`config.mk`:
```
export PLATFORM = sky130hd
export DESIGN_NAME = debounce_scan_ctrl
export DESIGN_NICKNAME = d
export VERILOG_FILES = /design/src/rtl/debounce_scan_ctrl_pkg.sv /design/src/rtl/debounce_scan_ctrl_sync_2ff.sv /design/src/rtl/debounce_scan_ctrl.sv
export SDC_FILE = /design/constraint.sdc
export NUM_CORES = 1
export LEC_CHECK = 0
export CAP_MARGIN = 20
export CORE_MARGIN = 4
export CORE_UTILIZATION = 30
export CTS_CLUSTER_DIAMETER = 100
export DETAILED_ROUTE_END_ITERATION = 8
export SYNTH_ARGS = -nofsm -noshare
export SYNTH_HDL_FRONTEND = slang
export SYNTH_SLANG_ARGS = --single-unit
```
`constraint.sdc`:
```
create_clock -name clk -period 4.8 [get_ports clk]
set_clock_uncertainty 0.1 [all_clocks]
set_input_delay 1.2 -clock clk [delete_from_list [all_inputs] [get_ports clk]]
set_output_delay 1.2 -clock clk [all_outputs]
set_load 0.01 [all_outputs]
```
`src/rtl/debounce_scan_ctrl_pkg.sv`:
```
// Shared definitions for the time-multiplexed debounce controller:
// sweep FSM state encodings and the channel-index width helper.
package debounce_scan_ctrl_pkg;

    typedef enum logic [1:0] {
        IDLE = 2'd0,
        SCAN = 2'd1,
        DONE = 2'd2
    } scan_state_t;

    // Width of the channel index; a single channel still gets a 1-bit index
    function automatic int idx_width(input int num_ch);
        return (num_ch > 1) ? $clog2(num_ch) : 1;
    endfunction

endpackage

```
`src/rtl/debounce_scan_ctrl_sync_2ff.sv`:
```
// Two-flop synchronizer bank for the raw asynchronous panel inputs.
module sync_2ff #(
    parameter int WIDTH = 1
) (
    input  logic             clk,
    input  logic             reset,
    input  logic [WIDTH-1:0] d,
    output logic [WIDTH-1:0] q
);

    logic [WIDTH-1:0] meta;

    // First flop may go metastable; second flop gives it a full cycle to resolve
    always_ff @(posedge clk) begin
        if (reset) begin
            meta <= '0;
            q    <= '0;
        end else begin
            meta <= d;
            q    <= meta;
        end
    end

endmodule

```
`src/rtl/debounce_scan_ctrl.sv`:
```
// Time-multiplexed debouncer: one shared history-update datapath swept
// round-robin across all channels once per prescaler tick.
module debounce_scan_ctrl
    import debounce_scan_ctrl_pkg::*;
#(
    parameter int NUM_CH   = 4,
    parameter int HIST_LEN = 8,
    parameter int TICK_DIV = 16
) (
    input  logic              clk,
    input  logic              reset,
    input  logic              enable,
    input  logic [NUM_CH-1:0] buttons,
    output logic [NUM_CH-1:0] debounced,
    output logic [NUM_CH-1:0] changed,
    output logic              scan_active,
    output logic              sweep_done
);

    localparam int IDX_W = idx_width(NUM_CH);
    localparam int CNT_W = $clog2(TICK_DIV);
    localparam logic [IDX_W-1:0] LAST_IDX = IDX_W'(NUM_CH - 1);
    localparam logic [CNT_W-1:0] CNT_MAX  = CNT_W'(TICK_DIV - 1);

    // A sweep plus its DONE cycle must fit between ticks, or sweeps would overlap
    if (TICK_DIV < NUM_CH + 2) begin : g_bad_tick_div
        $error("debounce_scan_ctrl: TICK_DIV must be >= NUM_CH+2");
    end
    if (NUM_CH < 1 || NUM_CH > 16) begin : g_bad_num_ch
        $error("debounce_scan_ctrl: NUM_CH must be in 1..16");
    end
    if (HIST_LEN < 2 || HIST_LEN > 16) begin : g_bad_hist_len
        $error("debounce_scan_ctrl: HIST_LEN must be in 2..16");
    end

    logic [NUM_CH-1:0]   sync_in;
    logic [CNT_W-1:0]    presc_q;
    logic                tick;
    scan_state_t         state_q, state_d;
    logic [IDX_W-1:0]    idx_q, idx_d;
    logic [HIST_LEN-1:0] hist_q [NUM_CH];
    logic [HIST_LEN-1:0] hist_d [NUM_CH];
    logic [HIST_LEN-1:0] hist_new;
    logic [NUM_CH-1:0]   deb_d;
    logic [NUM_CH-1:0]   chg_d;

    sync_2ff #(
        .WIDTH (NUM_CH)
    ) u_sync (
        .clk   (clk),
        .reset (reset),
        .d     (buttons),
        .q     (sync_in)
    );

    assign tick = enable && (presc_q == CNT_MAX);

    // Sample-tick prescaler; parked at zero while disabled so a re-enable waits a full period
    always_ff @(posedge clk) begin
        if (reset || !enable || tick) begin
            presc_q <= '0;
        end else begin
            presc_q <= presc_q + CNT_W'(1);
        end
    end

    // Sweep sequencing and the shared shift-and-qualify step for the selected channel
    always_comb begin
        state_d     = state_q;
        idx_d       = idx_q;
        hist_d      = hist_q;
        deb_d       = debounced;
        chg_d       = '0;
        scan_active = 1'b0;
        sweep_done  = 1'b0;
        hist_new    = {hist_q[idx_q][HIST_LEN-2:0], sync_in[idx_q]};
        case (state_q)
            IDLE: begin
                if (tick) begin
                    state_d = SCAN;
                    idx_d   = '0;
                end
            end
            SCAN: begin
                scan_active    = 1'b1;
                hist_d[idx_q]  = hist_new;
                if ((&hist_new) && !debounced[idx_q]) begin
                    deb_d[idx_q] = 1'b1;
                    chg_d[idx_q] = 1'b1;
                end else if (!(|hist_new) && debounced[idx_q]) begin
                    deb_d[idx_q] = 1'b0;
                    chg_d[idx_q] = 1'b1;
                end
                if (idx_q == LAST_IDX) begin
                    state_d = DONE;
                end else begin
                    idx_d = idx_q + IDX_W'(1);
                end
            end
            DONE: begin
                sweep_done = 1'b1;
                state_d    = IDLE;
            end
            default: begin
                state_d = IDLE;
            end
        endcase
    end

    // State, index, histories and debounced levels; reset clears debounced without a changed pulse
    always_ff @(posedge clk) begin
        if (reset) begin
            state_q   <= IDLE;
            idx_q     <= '0;
            debounced <= '0;
            changed   <= '0;
            for (int k = 0; k < NUM_CH; k++) begin
                hist_q[k] <= '0;
            end
        end else begin
            state_q   <= state_d;
            idx_q     <= idx_d;
            debounced <= deb_d;
            changed   <= chg_d;
            hist_q    <= hist_d;
        end
    end

    // Tick spacing guarantees a tick only ever lands while idle
    a_tick_only_in_idle: assert property (@(posedge clk) disable iff (reset) tick |-> state_q == IDLE);

endmodule

```
# Yosys cells after proc, flatten, opt, wreduce, memory -nomap -nowiden
# Index checks and enable logic that the tools add are counted.
# op_classes
n_eq_ne	7
add_sub_neg	2
n_mux	24
bitwise	5
n_reduce_logical	19
n_lt_le_gt_ge	4
# ops
operator	n
32-bit bitwise mux	1
8-bit binary-select mux with 2-bit select	1
8-bit demux with 2-bit select	1
4-bit two-way mux	4
7-bit two-way mux	2
2-bit two-way mux	4
8-bit two-way mux	1
2-bit one-hot mux with 2 select lines	2
8-bit AND reduction	1
8-bit OR reduction	1
2-bit != test, second input constant	3
1-bit logical AND	5
1-bit two-way mux	5
4-bit by 1-bit adder with 4-bit output, second input constant	1
4-bit bitwise AND	1
1-bit binary-select mux with 2-bit select	2
2-bit == test, second input constant	2
4-bit == test, second input constant	1
4-bit inverter	1
4-bit OR	1
2-bit AND reduction	2
2-bit nonzero test	2
3-bit >= comparator, second input constant	1
1-bit logical NOT	3
other kinds (12)	13
# totals
output_inout_bits	10
wordCells	72
reg_bits	56
inputBits	7

# Logic depth before layout (Yosys ltp)
# logic_depth
depth_word	9
ltp_mapped	7
depth_no_buf	6

# By module
# From an unflattened synthesis, not the netlist that was laid out.
# hier_totals
cells_unflattened	226
area_unflattened_um2	2160.8
# by_module_without_submodules
module	n_inst	area_per_inst_um2	cells_per_inst	seq_area_each_um2
debounce_scan_ctrl	1	1950.6	210	880.8
sync_2ff	1	210.2	16	160.2

# Worst setup path before layout
# OpenSTA, ideal clock, no wires.
# synth_timing
path_kind	register -> register
start	reg idx_q[0]
end	reg (tool-made name)
slack_ns	2.617
setup_time_ns	0.075
path_stages_with_launch	7
synth_period_minus_slack_ns	2.183
arrival_ns	2.009
required_time_ns	4.625
n_path_buf	2
cell_sequence	dfxtp_1 > buf_6 > mux4_2 > or3_1 > buf_2 > or3_1 > a31oi_1
# synth_lines
item	line	rtl
start: declaration	debounce_scan_ctrl.sv:40	logic [IDX_W-1:0] idx_q, idx_d;
start signal: assignment	debounce_scan_ctrl.sv:122	idx_q <= idx_d;

# Final worst setup path
# layout_timing
start	reg state_q[0]
end	out scan_active
# layout_between
elab_chain_len	2
# layout_rtl
item	line	rtl
start: declaration	debounce_scan_ctrl.sv:39	scan_state_t state_q, state_d;
start signal: assignment	debounce_scan_ctrl.sv:121	state_q <= state_d;
2-bit by 1-bit == test with 1-bit output	debounce_scan_ctrl.sv:77	case (state_q)
1-bit two-way mux	debounce_scan_ctrl.sv:77	
end: declaration	debounce_scan_ctrl.sv:16	output logic scan_active,
# Every way passes these cells.

==> flow_summary.yaml <==
detailed_routing:
  ant_nets: 0
  drt-initial-drc-count: 61
  via_per_inst: 4.700
  wirelength_um: 4383
  drc: 0
  routedWlPerCell_um: 12.89
  num_vias: 1598
  detail_route.first_pass.iterations: 4
critical_path:
  path_buf_inv: 1
  crit_fanout: 11
  startpoint_type: "flip-flop"
  required_ns: 3.50
  cp.arrival_ns: 1.82
  rrSetupSlack_ns: 2.20
  timing.rr.start: "idx_q[1]"
  critPathSlowestCell: "clkdlybuf4s50_1"
  end_kind: "output port"
  critical_path_class: "flip-flop to output port"
  worstPathCellList: "nor2b_1 -> clkdlybuf4s50_1"
  r2r-end: "changed[3]"
  r2r_cells: 5
  cp_slowest_stage_delay_ns: 0.65
  cp_top_family: "buffers and inverters"
yosys:
  synth_cell_types: 29
  async_flop_share_pct: 0
  synth_top_area_share_pct: 48.71
  yosysTopAreaCell: "dfxtp_1"
  yosys-top-cells-count: "nand2_1 (66), dfxtp_1 (52), a21oi_1 (29)"
  synth_nets: 245
  seq_area_frac_synth_pct: 48.71
  synth_area_um2: 2137
  synth_enable_flop_cells: 0
  syn_avg_cell_area_um2: 9.172
  synth.most_common_cell: "nand2_1"
  synthFlopType: "dfxtp_1"
  synth_seq_cells: 52
  synthTopCellsByArea: "dfxtp_1 (49%), nand2_1 (12%), mux4_1 (7.4%), a21oi_1 (6.8%), mux4_2 (3.2%)"
  synth_cells: 233
  ys_warn_count: 0
place:
  routabilityCongestion: 0.7438
  port_buffers: 16
  hpwl_um: 2852
timing:
  slew_headroom_pct: 57.35
  setup_violations: 0
  whs_ns: 0.3415
  tightest_slew_ns: 0.6389
  hold_viol_final: 0
  period_share_pct: 64.97
  period_needed_ns: 3.119
  rsz0062_at_grt: "false"
  final.setup.tns_ns: 0
  slew_viol_final: 0
  fmax_mhz: 320.6
final_layout:
  drive_above_1_share_pct: 4.918
  n_fill_cell: 695
  layout.nets: 255
  num_antenna_cells: 0
  syn2layout_area_growth_pct: 14.75
cts:
  cts_made_buffers: 5
  root_buffer: "clkbuf_8"
  ctsHoldBuffers: 0
  post_cts_buffers: 0
  cts_tree: "built"
  cts_sinks: 52
  clk_latency_ns: 0.31
  cts.clk_slew.worst_paths_ns: 0.09
  clockBufferDepth: 2
  cts_resized: 0
  htreeDepth: 2
outcome:
  status: "finished, final reports clean"
die:
  initial_core_util_pct: 31.11
  num_io_pins: 17
  dieArea_um2: 8538
  die_h_um: 92.40
  fp.dieW_um: 92.40
  rows: 30
  fp.coreArea_um2: 6869
power:
  ir_drop_mv: 0.1611
  leakagePower_nw: 0.7994
  power_per_cell_area_nw_per_um2: 302.9
run:
  maxCapViolations: 0
worst_hold_path:
  min_path_cells: 1
  hold_end: "u_sync.q[0]"
  hold_path.startpoint: "u_sync.meta[0]"
  hold_class: "flip-flop to flip-flop"
global_route:
  overflow: 0
  grt_pass1_wl_um: 7162
  grt_pass1_vias: 1439
  grt_antenna_before_repair: 0
  grt_use_total_pct: 10.63
  grt_max_degree: 51
## state kept, by name, indices dropped and copies added, names as in the netlist, named ones only
name / count
hist_q: 28
changed: 4
presc_q: 4
u_sync.meta: 4
u_sync.q: 4
idx_q: 2
state_q: 2
## metrics by stage
stage / utilization, % / area, um2 / worst slack (ns) / power, mW / cells
2_1_floorplan: - / 2137 / 2.617 / 0.4718 / 233
3_3_place_gp: 34.30 / 2356 / 2.074 / 0.4877 / 332
3_5_place_dp: 34.30 / 2356 / 2.018 / 0.4883 / 332
4_1_cts: 35.70 / 2452 / 1.674 / 0.7496 / 340
5_1_grt: 35.70 / 2452 / 1.549 / 0.7731 / 340
6_report: 35.70 / 2452 / 1.681 / 0.7428 / 340
## cell families after synthesis
logic type | count (synthesis) | synth area share [%]
multiplexers | 9 | 10.54
AO/OA/AOI/OAI | 40 | 10.54
XOR/XNOR | 2 | 0.8198
AND/OR/NAND/NOR | 107 | 22.54
adder cells (fa/ha/maj) | 5 | 2.927
flip-flops | 52 | 48.71
buffers and inverters | 18 | 3.922
## routing by layer
layer / GRT usage (%) / wire [um] / vias to the layer above
met1: 13.55 / 2170 / 747
met2: 17.22 / 2002 / 35
met5: 0 / 0 / -
met3: 2.681 / 175 / 2
li1: - / - / 814
met4: 4.084 / 36 / 0
## layout make-up
type | instances | area, um2 | area share (%)
clock buffers | 6 | 82.58 | 3.367
repair buffers | 17 | 167.7 | 6.837
inverters | 4 | 15.01 | 0.6122
clock inverters | 2 | 13.76 | 0.5612
flip-flops and latches | 52 | 1041 | 42.45
well taps | 96 | 120.1 | 4.898
multi-input cells | 163 | 1012 | 41.28
## power breakdown
group          leakage [nW]  switching [mW]  internal [mW]
sequential            0.421         0.00464          0.438
clock                0.0516           0.147          0.118
combinational         0.327          0.0164         0.0183
## worst max path at each step
stage | from | endpoint | cells past startpoint
finish | state_q[0] | scan_active | 2
global route | state_q[0] | scan_active | 2
CTS | state_q[0] | scan_active | 2
detailed placement | state_q[0] | scan_active | 2
global placement | state_q[0] | scan_active | 2
floorplan | idx_q[0] | flip-flop | 6
## layout by cell type, fill, tap and decap left out, drive strengths merged, types with 2 or more instances in the layout
| cell | instances |
|---|---|
| a31oi | 4 |
| and2 | 4 |
| o211ai | 4 |
| nand2 | 66 |
| inv | 5 |
| nor3 | 6 |
| nor2b | 10 |
| clkbuf | 6 |
| ha | 5 |
| dfxtp | 52 |
| clkdlybuf4s50 | 16 |
| or3 | 5 |
| mux4 | 9 |
| a21oi | 29 |
| nand2b | 2 |
| nand3 | 2 |
| nor2 | 7 |
No activity file was read; power rests on OpenSTA's default activity.
==> RTL change 1 (same flow settings) <==
Put one more register stage on the output `debounced`. The value now appears one clock later. The other outputs are not delayed to match.
--- a/src/rtl/debounce_scan_ctrl.sv
+++ b/src/rtl/debounce_scan_ctrl.sv
@@ -21,6 +21,8 @@
     localparam int CNT_W = $clog2(TICK_DIV);
     localparam logic [IDX_W-1:0] LAST_IDX = IDX_W'(NUM_CH - 1);
     localparam logic [CNT_W-1:0] CNT_MAX  = CNT_W'(TICK_DIV - 1);
+
+    logic [NUM_CH-1:0] debounced_s0;
 
     // A sweep plus its DONE cycle must fit between ticks, or sweeps would overlap
     if (TICK_DIV < NUM_CH + 2) begin : g_bad_tick_div
@@ -69,7 +71,7 @@
         state_d     = state_q;
         idx_d       = idx_q;
         hist_d      = hist_q;
-        deb_d       = debounced;
+        deb_d       = debounced_s0;
         chg_d       = '0;
         scan_active = 1'b0;
         sweep_done  = 1'b0;
@@ -84,10 +86,10 @@
             SCAN: begin
                 scan_active    = 1'b1;
                 hist_d[idx_q]  = hist_new;
-                if ((&hist_new) && !debounced[idx_q]) begin
+                if ((&hist_new) && !debounced_s0[idx_q]) begin
                     deb_d[idx_q] = 1'b1;
                     chg_d[idx_q] = 1'b1;
-                end else if (!(|hist_new) && debounced[idx_q]) begin
+                end else if (!(|hist_new) && debounced_s0[idx_q]) begin
                     deb_d[idx_q] = 1'b0;
                     chg_d[idx_q] = 1'b1;
                 end
@@ -112,7 +114,7 @@
         if (reset) begin
             state_q   <= IDLE;
             idx_q     <= '0;
-            debounced <= '0;
+            debounced_s0 <= '0;
             changed   <= '0;
             for (int k = 0; k < NUM_CH; k++) begin
                 hist_q[k] <= '0;
@@ -120,7 +122,7 @@
         end else begin
             state_q   <= state_d;
             idx_q     <= idx_d;
-            debounced <= deb_d;
+            debounced_s0 <= deb_d;
             changed   <= chg_d;
             hist_q    <= hist_d;
         end
@@ -129,5 +131,9 @@
     // Tick spacing guarantees a tick only ever lands while idle
     a_tick_only_in_idle: assert property (@(posedge clk) disable iff (reset) tick |-> state_q == IDLE);
 
+    always_ff @(posedge clk) begin
+        debounced <= debounced_s0;
+    end
+
 endmodule
 
Behaviour: same outputs for any inputs over 10 cycles, from zero or initial values and one cycle with reset high; that may be too few to reach the edited logic, so the function may still have changed.
==> RTL change 1 against the original RTL <==
  * Global-route usage hardly changed
  * Core utilization is 0.22 points lower
  * Total power hardly changed
  * Combinational power is 48% lower
  * Synthesized area is 5.1% higher
  * Setup slack worse by 0.031 ns
  * Cell area is 4.9% higher
  * Sequential cell count is 4 higher
  * Worst hold slack worse by 0.063 ns
  * Via count is 3.4% higher
  * Non-clock buffer count stayed put
  * Wire length is 2.4% higher
==> RTL change 1: results (changes against the original RTL) <==
- Outcome: finished, final reports clean
- GP Congestion: 0.791 (+6.3%)
- Static leakage: 0.000858 uW (+7.3%)
- Clk slew on worst S/H paths: 0.10 ns
- CP max stage cell: clkdlybuf4s50_1
- Worst slew margin: 54.6% (-2.8 points)
- Clock Root Buffer: clkbuf_8
- Largest fanout on the critical path: 11 (unchanged)
- Cell family with most CP delay: buffers and inverters
- Share of cells above drive strength 1: 6.91% (+2.0 points)
- Final Instance Count excl. Fillers: 345 (+1.5%)
- Top post-synthesis cells by count: nand2_1 (60), dfxtp_1 (56), a21oi_1 (30), clkbuf_1 (10), nor2b_1 (10)
- Mapped Nets: 245 (unchanged)
- Reg2reg start: idx_q[0]
- Cts bufs inserted: 5 (unchanged)
- Post-DR wirelength/cell: 13.0 um (+0.96%)
- Longest Clk Path Bufs: 2 (unchanged)
- Resized cells post-CTS: 0 (unchanged)
- Tot GR Track Use: 10.6% (about the same)
- Placed wire-length estimate: 2910 um (+1.9%)
- Nets: 257 (+0.78%)
- Max reg flops: 28 (unchanged)
- Slowest cell delay on critical path: 0.66 ns
- Top routing layer in use: met4
- Worst EP arrival: 1.85 ns (+0.03 ns)
- Placed insts: 337 (+1.5%)
- Vias in the first global route: 1540 (+7.0%)
- First-pass GRT wire length: 7460 um (+4.1%)
- Port Buffers: 16 (unchanged)
- Net Sw Power: 162 uW (-3.6%)
- Share of flip-flops with an asynchronous set or reset: 0% (unchanged)
- Postcts setup bufs: 0 (unchanged)
- Syn Inst Count: 233 (unchanged)
- Max IR drop VDD: 0.118 mV (-27%)
- Sequential area share after synthesis: 49.9% (+1.2 points)
- Wire length on met2: 2040 um (+1.7%)
- Largest net degree at the start of global routing: 51 (unchanged)
- Vias: 1653 (+3.4%)
- Cell variety after synth: 31 (+6.9%)
- Synth top area cells: dfxtp_1 (50%), nand2_1 (10%), mux4_1 (8.2%), a21oi_1 (6.7%), ha_1 (2.8%)
- Top reg by flops: hist_q
- Initial antenna violation count: 0 (unchanged)
- CP Launch Point: state_q[0]
- Main synth FF type: dfxtp_1
- Metal-1 WL: 2140 um (-1.2%)
- Min-Delay Path Class: flip-flop to flip-flop
- Pre-Repair DR Iteration Count: 4 (unchanged)
- Detail Route met3 WL: 241 um (+38%)
- DR iter-0 viols: 102 (+67%)
- Area after DPL: 2480 um2 (+5.5%)
[RTL change 1: changes by cell type after synthesis, sizes merged, moves of 2 or more]
cell	unedited run	this run
a211oi	0	3
a31oi	4	0
and4b	0	2
dfxtp	52	56
nand2	66	60
nand2b	2	5
nand3	2	6
nor2	7	4
nor3	6	1
nor4	1	4
o211ai	4	0
o21ai	0	2
o22ai	0	4
or3	5	2
[RTL change 1: final cells by class]
cell class,instances,area [um2]
Clock buffer,6,72.6
Clock inverter,2,16.3
Fill cell,741,4680
Inverter,4,15.0
Multi-Input combinational cell,161,1060
Sequential cell,56,1120
Tap cell,99,124
Timing Repair Buffer,17,168
[RTL change 1: power groups by stage]
stage | sequential, uW | combinational (uW) | clock [uW]
finish | 469 | 17.9 | 256
global route | 470 | 19.8 | 281
CTS | 469 | 17.9 | 263
detailed placement | 480 | 17.9 | 0
global placement | 480 | 17.8 | 0
floorplan | 480 | 10.5 | 0
[RTL change 1: through the flow]
stage / setup WS, ns / hold WS, ns
global placement: 1.93 / 0.267
detailed placement: 1.91 / 0.268
floorplan: 2.39 / 0.247
global route: 1.46 / 0.295
finish: 1.65 / 0.278
CTS: 1.65 / 0.282
[RTL change 1: kinds of logic (layout without fill, tap and decap cells)]
kind of cell | Yosys count | count (layout) | synth area share, %
simple gates | 104 | 104 | 22.7
buf+inv | 16 | 29 | 3.01
compound gates | 41 | 41 | 10.6
fa+ha+maj | 5 | 5 | 2.79
flops | 56 | 56 | 49.9
mux | 9 | 9 | 10.2
xor+xnor | 2 | 2 | 0.780
[RTL change 1: worst paths after layout]
kind / to / slack (ns) / cells after the start
worst min register to register: debounced[1] / 0.28 / 0
worst max register to register: changed[1] / 1.88 / 4
worst max-delay path: scan_active / 1.65 / 2
worst min-delay path: debounced[1] / 0.28 / 0
[RTL change 1: layer usage]
metal,global-route usage [%],vias to the layer above
met3,2.63,7
met4,4.45,0
met5,0,-
met2,16.8,43
met1,13.9,780
li1,-,823
==> RTL change 2 (same flow settings) <==
Without the edit above. The parameter `HIST_LEN` goes from 8 to 16.
--- a/src/rtl/debounce_scan_ctrl.sv
+++ b/src/rtl/debounce_scan_ctrl.sv
@@ -4,7 +4,7 @@
     import debounce_scan_ctrl_pkg::*;
 #(
     parameter int NUM_CH   = 4,
-    parameter int HIST_LEN = 8,
+    parameter int HIST_LEN = 16,
     parameter int TICK_DIV = 16
 ) (
     input  logic              clk,
Behaviour: no difference found for any inputs over 10 cycles, from zero or initial values and one cycle with reset high; that may be too few to reach the edited logic, so the function may still have changed.
==> RTL change 2 against the original RTL <==
  * Wire length is 81% higher
  * Sequential cell count is 32 higher
  * Register-to-register slack worse by 0.19 ns
  * Cell area is 61% higher
  * Count of clock-buffer cells in the layout is 5 higher
  * Total power is 87% higher
  * Setup slack better by 0.038 ns
  * Synthesized cell count is 65% higher
  * Synthesized area is 60% higher
  * Worst hold slack worse by 0.0072 ns
  * Die area is 54% higher
  * Critical path type unchanged
  * Highest routed layer unchanged
==> RTL change 2: results (changes against the original RTL) <==
- Area after DPL: 3660 um2 (+56%)
- Post-DR wirelength/cell: 14.8 um (+15%)
- Slowest cell delay on critical path: 0.63 ns (-0.02 ns)
- Static leakage: 0.00123 uW (+54%)
- Cts bufs inserted: 9 (+4)
- H-tree Lvls: 3 (+1)
- Sequential power: 703 uW (+59%)
- Final wirelength: 7920 um (+81%)
- Share of cells above drive strength 1: 10.2% (+5.2 points)
- Compound-cell area share of the yosys netlist: 11.6% (+1.1 points)
- Clk slew on worst S/H paths: 0.06 ns (-0.03 ns)
- DR iter-0 viols: 199 (+230%)
- Clock share of power: 47.8% (+12 points)
- Top post-synthesis cells by count: nand2_1 (127), dfxtp_1 (84), a21oi_1 (65), clkbuf_1 (23), mux4_2 (17)
- Post-Synth Adder-Cell Area: 1.83% (-1.1 points)
- Largest net degree at the start of global routing: 53 (+3.9%)
- Clk. pwr: 662 uW (+150%)
- Mux cell area share after synthesis: 11.5% (+0.99 points)
- Vias: 2635 (+65%)
- Tot GR Track Use: 12.8% (+2.2 points)
- Nets: 401 (+57%)
- Syn Inst Count: 385 (+65%)
- Placed wire-length estimate: 4980 um (+74%)
- Worst skew pair latency: 0.33 ns (+0.02 ns)
- Worst slack at placement: 2.00 ns (-0.0172 ns)
- Net Sw Power: 277 uW (+65%)
- Outcome: finished, final reports clean
- Synth top area cells: dfxtp_1 (49%), nand2_1 (14%), mux4_2 (11%), a21oi_1 (9.5%), clkbuf_1 (2.5%)
- GP Congestion: 0.808 (+8.7%)
- Worst R2R Path Depth: 6 (+1)
- Max reg flops: 60 (+110%)
- XOR/XNOR Fraction of Synth Area: 0.512% (-0.31 points)
- Cell variety after synth: 28 (-3.4%)
- Wire length on met2: 4080 um (+100%)
- Max IR drop VDD: 0.171 mV (+6.1%)
- Largest fanout on the critical path: 9 (-2)
- Placed insts: 518 (+56%)
- Worst slew margin: 33.4% (-24 points)
- Detail Route met3 WL: 374 um (+110%)
- Sequential area share after synthesis: 49.2% (+0.48 points)
- Pre-Repair DR Iteration Count: 4 (unchanged)
- Metal-1 WL: 3400 um (+57%)
- First-pass GRT wire length: 13300 um (+86%)
- Worst EP arrival: 1.78 ns (-0.04 ns)
[RTL change 2: changes by cell type after synthesis, sizes merged, moves of 5 or more]
cell	change
dfxtp	+32
clkbuf	+12
mux4	+8
or3	-5
nand2	+61
a21oi	+36
[RTL change 2: path summary, 6_finish.rpt]
| kind | start | end | slack [ns] |
|---|---|---|---|
| worst max-delay path | state_q[0] | scan_active | 1.72 |
| worst min-delay path | u_sync.meta[2] | u_sync.q[2] | 0.33 |
| worst max register to register | idx_q[0] | changed[0] | 2.01 |
| worst min register to register | u_sync.meta[2] | u_sync.q[2] | 0.33 |
[RTL change 2: area by class of cell]
class | instances | area, um2
multi-input combinational | 272 | 1620
fill | 1095 | 7030
clock buffer | 11 | 233
tap | 140 | 175
inverter | 4 | 15.0
timing repair buffer | 18 | 170
sequential | 84 | 1680
clock inverter | 5 | 52.6
[RTL change 2: metal layers]
layer / track usage, % / up-vias
met3: 2.89 / 4
met1: 16.2 / 1266
met5: 0 / -
met4: 3.99 / 0
met2: 21.9 / 53
li1: - / 1312
